**src/rtl/uart_tx_scheduler.sv**
```systemverilog
// Round-robin scheduler that feeds bytes from two requesters into one UART transmitter.
// Define UART_SCHED_CRLF_EN to follow every granted byte with 0x0D, 0x0A under the same grant.
module uart_tx_scheduler #(
   parameter int unsigned GAP_CYCLES  = 16,
   parameter int unsigned ACK_TIMEOUT = 15
) (
   input  logic       clk,
   input  logic       rst_n,
   input  logic       req0_valid,
   input  logic [7:0] req0_data,
   output logic       req0_ready,
   input  logic       req1_valid,
   input  logic [7:0] req1_data,
   output logic       req1_ready,
   output logic       tx_start,
   output logic [7:0] tx_data,
   input  logic       tx_busy,
   output logic       grant_id,
   output logic       timeout_err
);

`ifdef UART_SCHED_CRLF_EN
   typedef enum logic [2:0] {
      StIdle, StStart, StWaitAck, StWaitDone, StGap, StSuffix
   } state_t;
`else
   typedef enum logic [2:0] {
      StIdle, StStart, StWaitAck, StWaitDone, StGap
   } state_t;
`endif

   localparam logic [7:0] AckLast = 8'(ACK_TIMEOUT - 1);
   localparam logic [7:0] GapLast = 8'(GAP_CYCLES - 1);
   localparam state_t     AfterFrame = (GAP_CYCLES == 0) ? StIdle : StGap;

   state_t     state;
   logic [7:0] cnt;
   logic       last_grant;
   logic       pick1;
`ifdef UART_SCHED_CRLF_EN
   logic [1:0] sfx_cnt;
`endif

   // Requester 1 wins when it is alone, or on a tie when requester 0 was served last.
   always_comb begin
      pick1 = req1_valid && (!req0_valid || !last_grant);
   end

   always_ff @(posedge clk or negedge rst_n) begin
      if (!rst_n) begin
         state       <= StIdle;
         cnt         <= 8'd0;
         last_grant  <= 1'b1;
         req0_ready  <= 1'b0;
         req1_ready  <= 1'b0;
         tx_start    <= 1'b0;
         tx_data     <= 8'h00;
         grant_id    <= 1'b0;
         timeout_err <= 1'b0;
`ifdef UART_SCHED_CRLF_EN
         sfx_cnt     <= 2'd0;
`endif
      end else begin
         req0_ready <= 1'b0;
         req1_ready <= 1'b0;
         tx_start   <= 1'b0;
         case (state)
            StIdle: begin
               cnt <= 8'd0;
               if (req0_valid || req1_valid) begin
                  tx_data    <= pick1 ? req1_data : req0_data;
                  grant_id   <= pick1;
                  last_grant <= pick1;
                  req0_ready <= !pick1;
                  req1_ready <= pick1;
                  state      <= StStart;
`ifdef UART_SCHED_CRLF_EN
                  sfx_cnt    <= 2'd0;
`endif
               end
            end
            StStart: begin
               tx_start <= 1'b1;
               cnt      <= 8'd0;
               state    <= StWaitAck;
            end
            StWaitAck: begin
               if (tx_busy) begin
                  state <= StWaitDone;
               end else if (cnt >= AckLast) begin
                  // Byte is dropped; any pending suffix bytes are abandoned with it.
                  timeout_err <= 1'b1;
                  cnt         <= 8'd0;
                  state       <= AfterFrame;
               end else begin
                  cnt <= cnt + 8'd1;
               end
            end
            StWaitDone: begin
               cnt <= 8'd0;
               if (!tx_busy) begin
`ifdef UART_SCHED_CRLF_EN
                  state <= (sfx_cnt < 2'd2) ? StSuffix : AfterFrame;
`else
                  state <= AfterFrame;
`endif
               end
            end
            StGap: begin
               // Compare stops the count at GapLast, so it never wraps.
               if (cnt >= GapLast) begin
                  cnt   <= 8'd0;
                  state <= StIdle;
               end else begin
                  cnt <= cnt + 8'd1;
               end
            end
`ifdef UART_SCHED_CRLF_EN
            StSuffix: begin
               tx_data <= (sfx_cnt == 2'd0) ? 8'h0D : 8'h0A;
               sfx_cnt <= sfx_cnt + 2'd1;
               state   <= StStart;
            end
`endif
            default: state <= StIdle;
         endcase
      end
   end

endmodule

```
**config.mk**
```make
export PLATFORM = sky130hd
export DESIGN_NAME = uart_tx_scheduler
export DESIGN_NICKNAME = d
export VERILOG_FILES = /design/src/rtl/uart_tx_scheduler.sv
export SDC_FILE = /design/constraint.sdc
export NUM_CORES = 1
export LEC_CHECK = 0
export BUFFER_PORTS_ARGS = -buffer_cell sky130_fd_sc_hd__buf_2
export CORE_UTILIZATION = 45
export CTS_BUF_LIST = sky130_fd_sc_hd__clkbuf_8
export DETAILED_ROUTE_END_ITERATION = 8
export PLACE_DENSITY = 0.78
export SLEW_MARGIN = 20
export SYNTH_ARGS = -nofsm -noshare
export SYNTH_HDL_FRONTEND = slang
export SYNTH_SLANG_ARGS = --single-unit
```
**constraint.sdc**
```tcl
create_clock -name clk -period 2.2 [get_ports clk]
set_clock_uncertainty 0.05 [all_clocks]
set_input_delay 0.22 -clock clk [delete_from_list [all_inputs] [get_ports clk]]
set_output_delay 0.22 -clock clk [all_outputs]
set_load 0.005 [all_outputs]
```
==> results.yml <==
floorplan:
  start_util_pct: 47.50
  dieArea_um2: 2799
  core_area_um2: 2455
  fp-row-count: 18
  io_pins: 34
  die_w_um: 52.91
  die_h_um: 52.91
global_route:
  antenna_found_initial: 0
  grt_pass1_vias: 891
  grt-ovfl-total: 0
  grt_max_degree: 26
  track_usage_pct: 19.24
  grt_pass1_wl_mm: 3.843
routing:
  wire_per_inst_um: 13.29
  drc_errors: 0
  num_vias: 945
  ant_nets: 0
  drt-pass1-iter-count: 4
  viasPerCell: 5.494
  wl_mm: 2.286
  drt_iter0_markers: 15
sta:
  relSlewSlack_pct: 47.39
  fmax_mhz: 567.0
  fin_crit_ns: 1.764
  worst_pin_slew_ns: 0.7839
  setup_tns_ns: 0
  fin_crit_sh_pct: 80.17
  finalSetupViolations: 0
  hold_violations: 0
  grt_setup_unrepaired: "no"
  drv_slew: 0
clocking:
  path_clk_slew_ns: 0.08
  clkLatencyLatePin_ns: 0.26
  clkSinkCount: 25
  cts.path.max_buffers: 2
  clock-root-buffer: "clkbuf_8"
  cts_buffers: 3
  htreeDepth: 1
  cts_tree: "done"
placement:
  place_hpwl_mm: 1.679
  placed_cell_area_um2: 1346
  port_buffers: 33
  gp_congestion: 0.7838
setup_path:
  cp_top_family: "compound AO/OA/AOI/OAI gates"
  slowest_delay_ns: 0.47
  path_buf_inv: 0
  crit_path_start_kind: "register"
  cp_data_arrival_time_ns: 1.91
  r2r_start: "state[1]"
  worst-path-stages: 4
  endpoint_kind: "register"
  cp_data_required_time_ns: 2.35
  reg2reg_to: "tx_data[7]"
  cpMaxStageDelayCell: "dfrtp_1"
  crit_fanout: 11
  reg2reg_slack_ns: 0.44
  r2r_cells: 4
  crit_chain: "nor3_1, o21ai_1, a21oi_2, a21o_1"
  critical_path_class: "reg2reg"
min_path:
  worstHoldPathType: "in2reg"
  worstHoldStart: "req0_data[2]"
  min_path_cells: 2
  min_to: "tx_data[2]"
final_layout:
  final_common_cell: "buf_2"
  layout.cells.most_common_list: "buf_2 (33), dfrtp_1 (24), a21o_1 (11)"
  syn2layout_area_growth_pct: 20.17
  fillers: 216
  drive_gt1_share_pct: 30.99
  diodes: 0
  nets: 166
  final_area_um2: 1401
logic_synthesis:
  syn_avg_cell_area_um2: 10.70
  synthCells: 109
  seq_area_frac_synth_pct: 53.76
  postSynth.asyncResetShare_pct: 100.0
  synthFlopType: "dfrtp_1"
  syn-cell-area_um2: 1166
  yosysUniqueCellTypes: 33
  synthesis.nets: 132
  ys_ff_latch: 25
  synth-warning-count: 0
  synth_edf_count: 0
job:
  maxCapViolCount: 0
power_and_ir_drop:
  ir_drop_uv: 734.7
  power.leakage_nw: 0.7615
  p_per_area_nw_per_um2: 1179
outcome:
  status: "completed"
==> cell families after synthesis <==
logic type,count (synthesis),synth area share [%]
adder cells (fa/ha/maj),2,2.146
flip-flops,25,53.76
multiplexers,1,0.8584
AND/OR/NAND/NOR,30,14.27
AO/OA/AOI/OAI,40,24.79
buffers and inverters,11,4.184
==> cells in the mapped netlist, types with 2 or more instances <==
| library cell | count | area (um2) |
|---|---|---|
| buf_2 | 5 | 25.02 |
| a21oi_1 | 8 | 40.04 |
| nor2_1 | 6 | 22.52 |
| nor3b_1 | 2 | 15.01 |
| or3_1 | 3 | 18.77 |
| o21ai_0 | 4 | 20.02 |
| inv_1 | 5 | 18.77 |
| a21o_1 | 11 | 82.58 |
| dfrtp_1 | 24 | 600.6 |
| a22o_1 | 10 | 87.58 |
| nand2_1 | 7 | 26.28 |
| ha_1 | 2 | 25.02 |
| nand3_1 | 2 | 10.01 |
==> state kept, by name, indices dropped and copies added (netlist names) <==
signal and cells:
cnt 8, tx_data 8, state 3, grant_id 1
last_grant 1, req0_ready 1, req1_ready 1, timeout_err 1
tx_start 1
==> worst max path at each step <==
stage | from | endpoint
2_1_floorplan | cnt[5] | timeout_err
3_3_place_gp | state[0] | cnt[5]
3_5_place_dp | state[1] | tx_data[7]
4_1_cts | state[1] | tx_data[7]
5_1_grt | state[1] | tx_data[7]
6_report | state[1] | tx_data[7]
==> routing by layer <==
metal	GRT usage (%)	share of wire, %
met1	24.26	47
met2	31.22	47
met3	6.897	6.3
met4	4.825	0.44
met5	0	0
==> area by class of cell <==
| cell class | instances | area, um2 | area share (%) |
|---|---|---|---|
| clock buffer | 3 | 41.29 | 2.946 |
| clock inverter | 1 | 3.754 | 0.2679 |
| inverter | 5 | 18.77 | 1.339 |
| multi-input combinational | 73 | 490.5 | 35.00 |
| sequential | 25 | 626.9 | 44.73 |
| tap | 30 | 37.54 | 2.679 |
| timing repair buffer | 35 | 182.7 | 13.04 |
==> stage by stage <==
stage | setup slack [ns] | total power [W] | cells | util (%) | hold slack [ns]
floorplan | 0.6874 | 0.001199 | 109 | - | -0.1256
global route | 0.2390 | 0.001792 | 172 | 57.08 | 0.09016
finish | 0.4364 | 0.001652 | 172 | 57.08 | 0.1048
CTS | 0.3937 | 0.001668 | 172 | 57.08 | 0.1005
detailed placement | 0.4446 | 0.001411 | 167 | 54.84 | 0.1866
global placement | 0.5602 | 0.001369 | 167 | 54.84 | 0.1833
==> where the power goes <==
group	switching [W]	total, W	leakage, nW	internal, W
Sequential	0.000134	0.000751	0.323	0.000617
Clock	0.000127	0.000252	0.0269	0.000124
Combinational	0.000315	0.000649	0.412	0.000334
==> timing repair <==
action	CTS	global route
endpoints found under the hold margin	24	0
resized for setup	0	0
setup buffers	0	0
hold buffers	1	0
endpoints found under the setup margin	0	0
No activity file was read; power rests on OpenSTA's default activity.
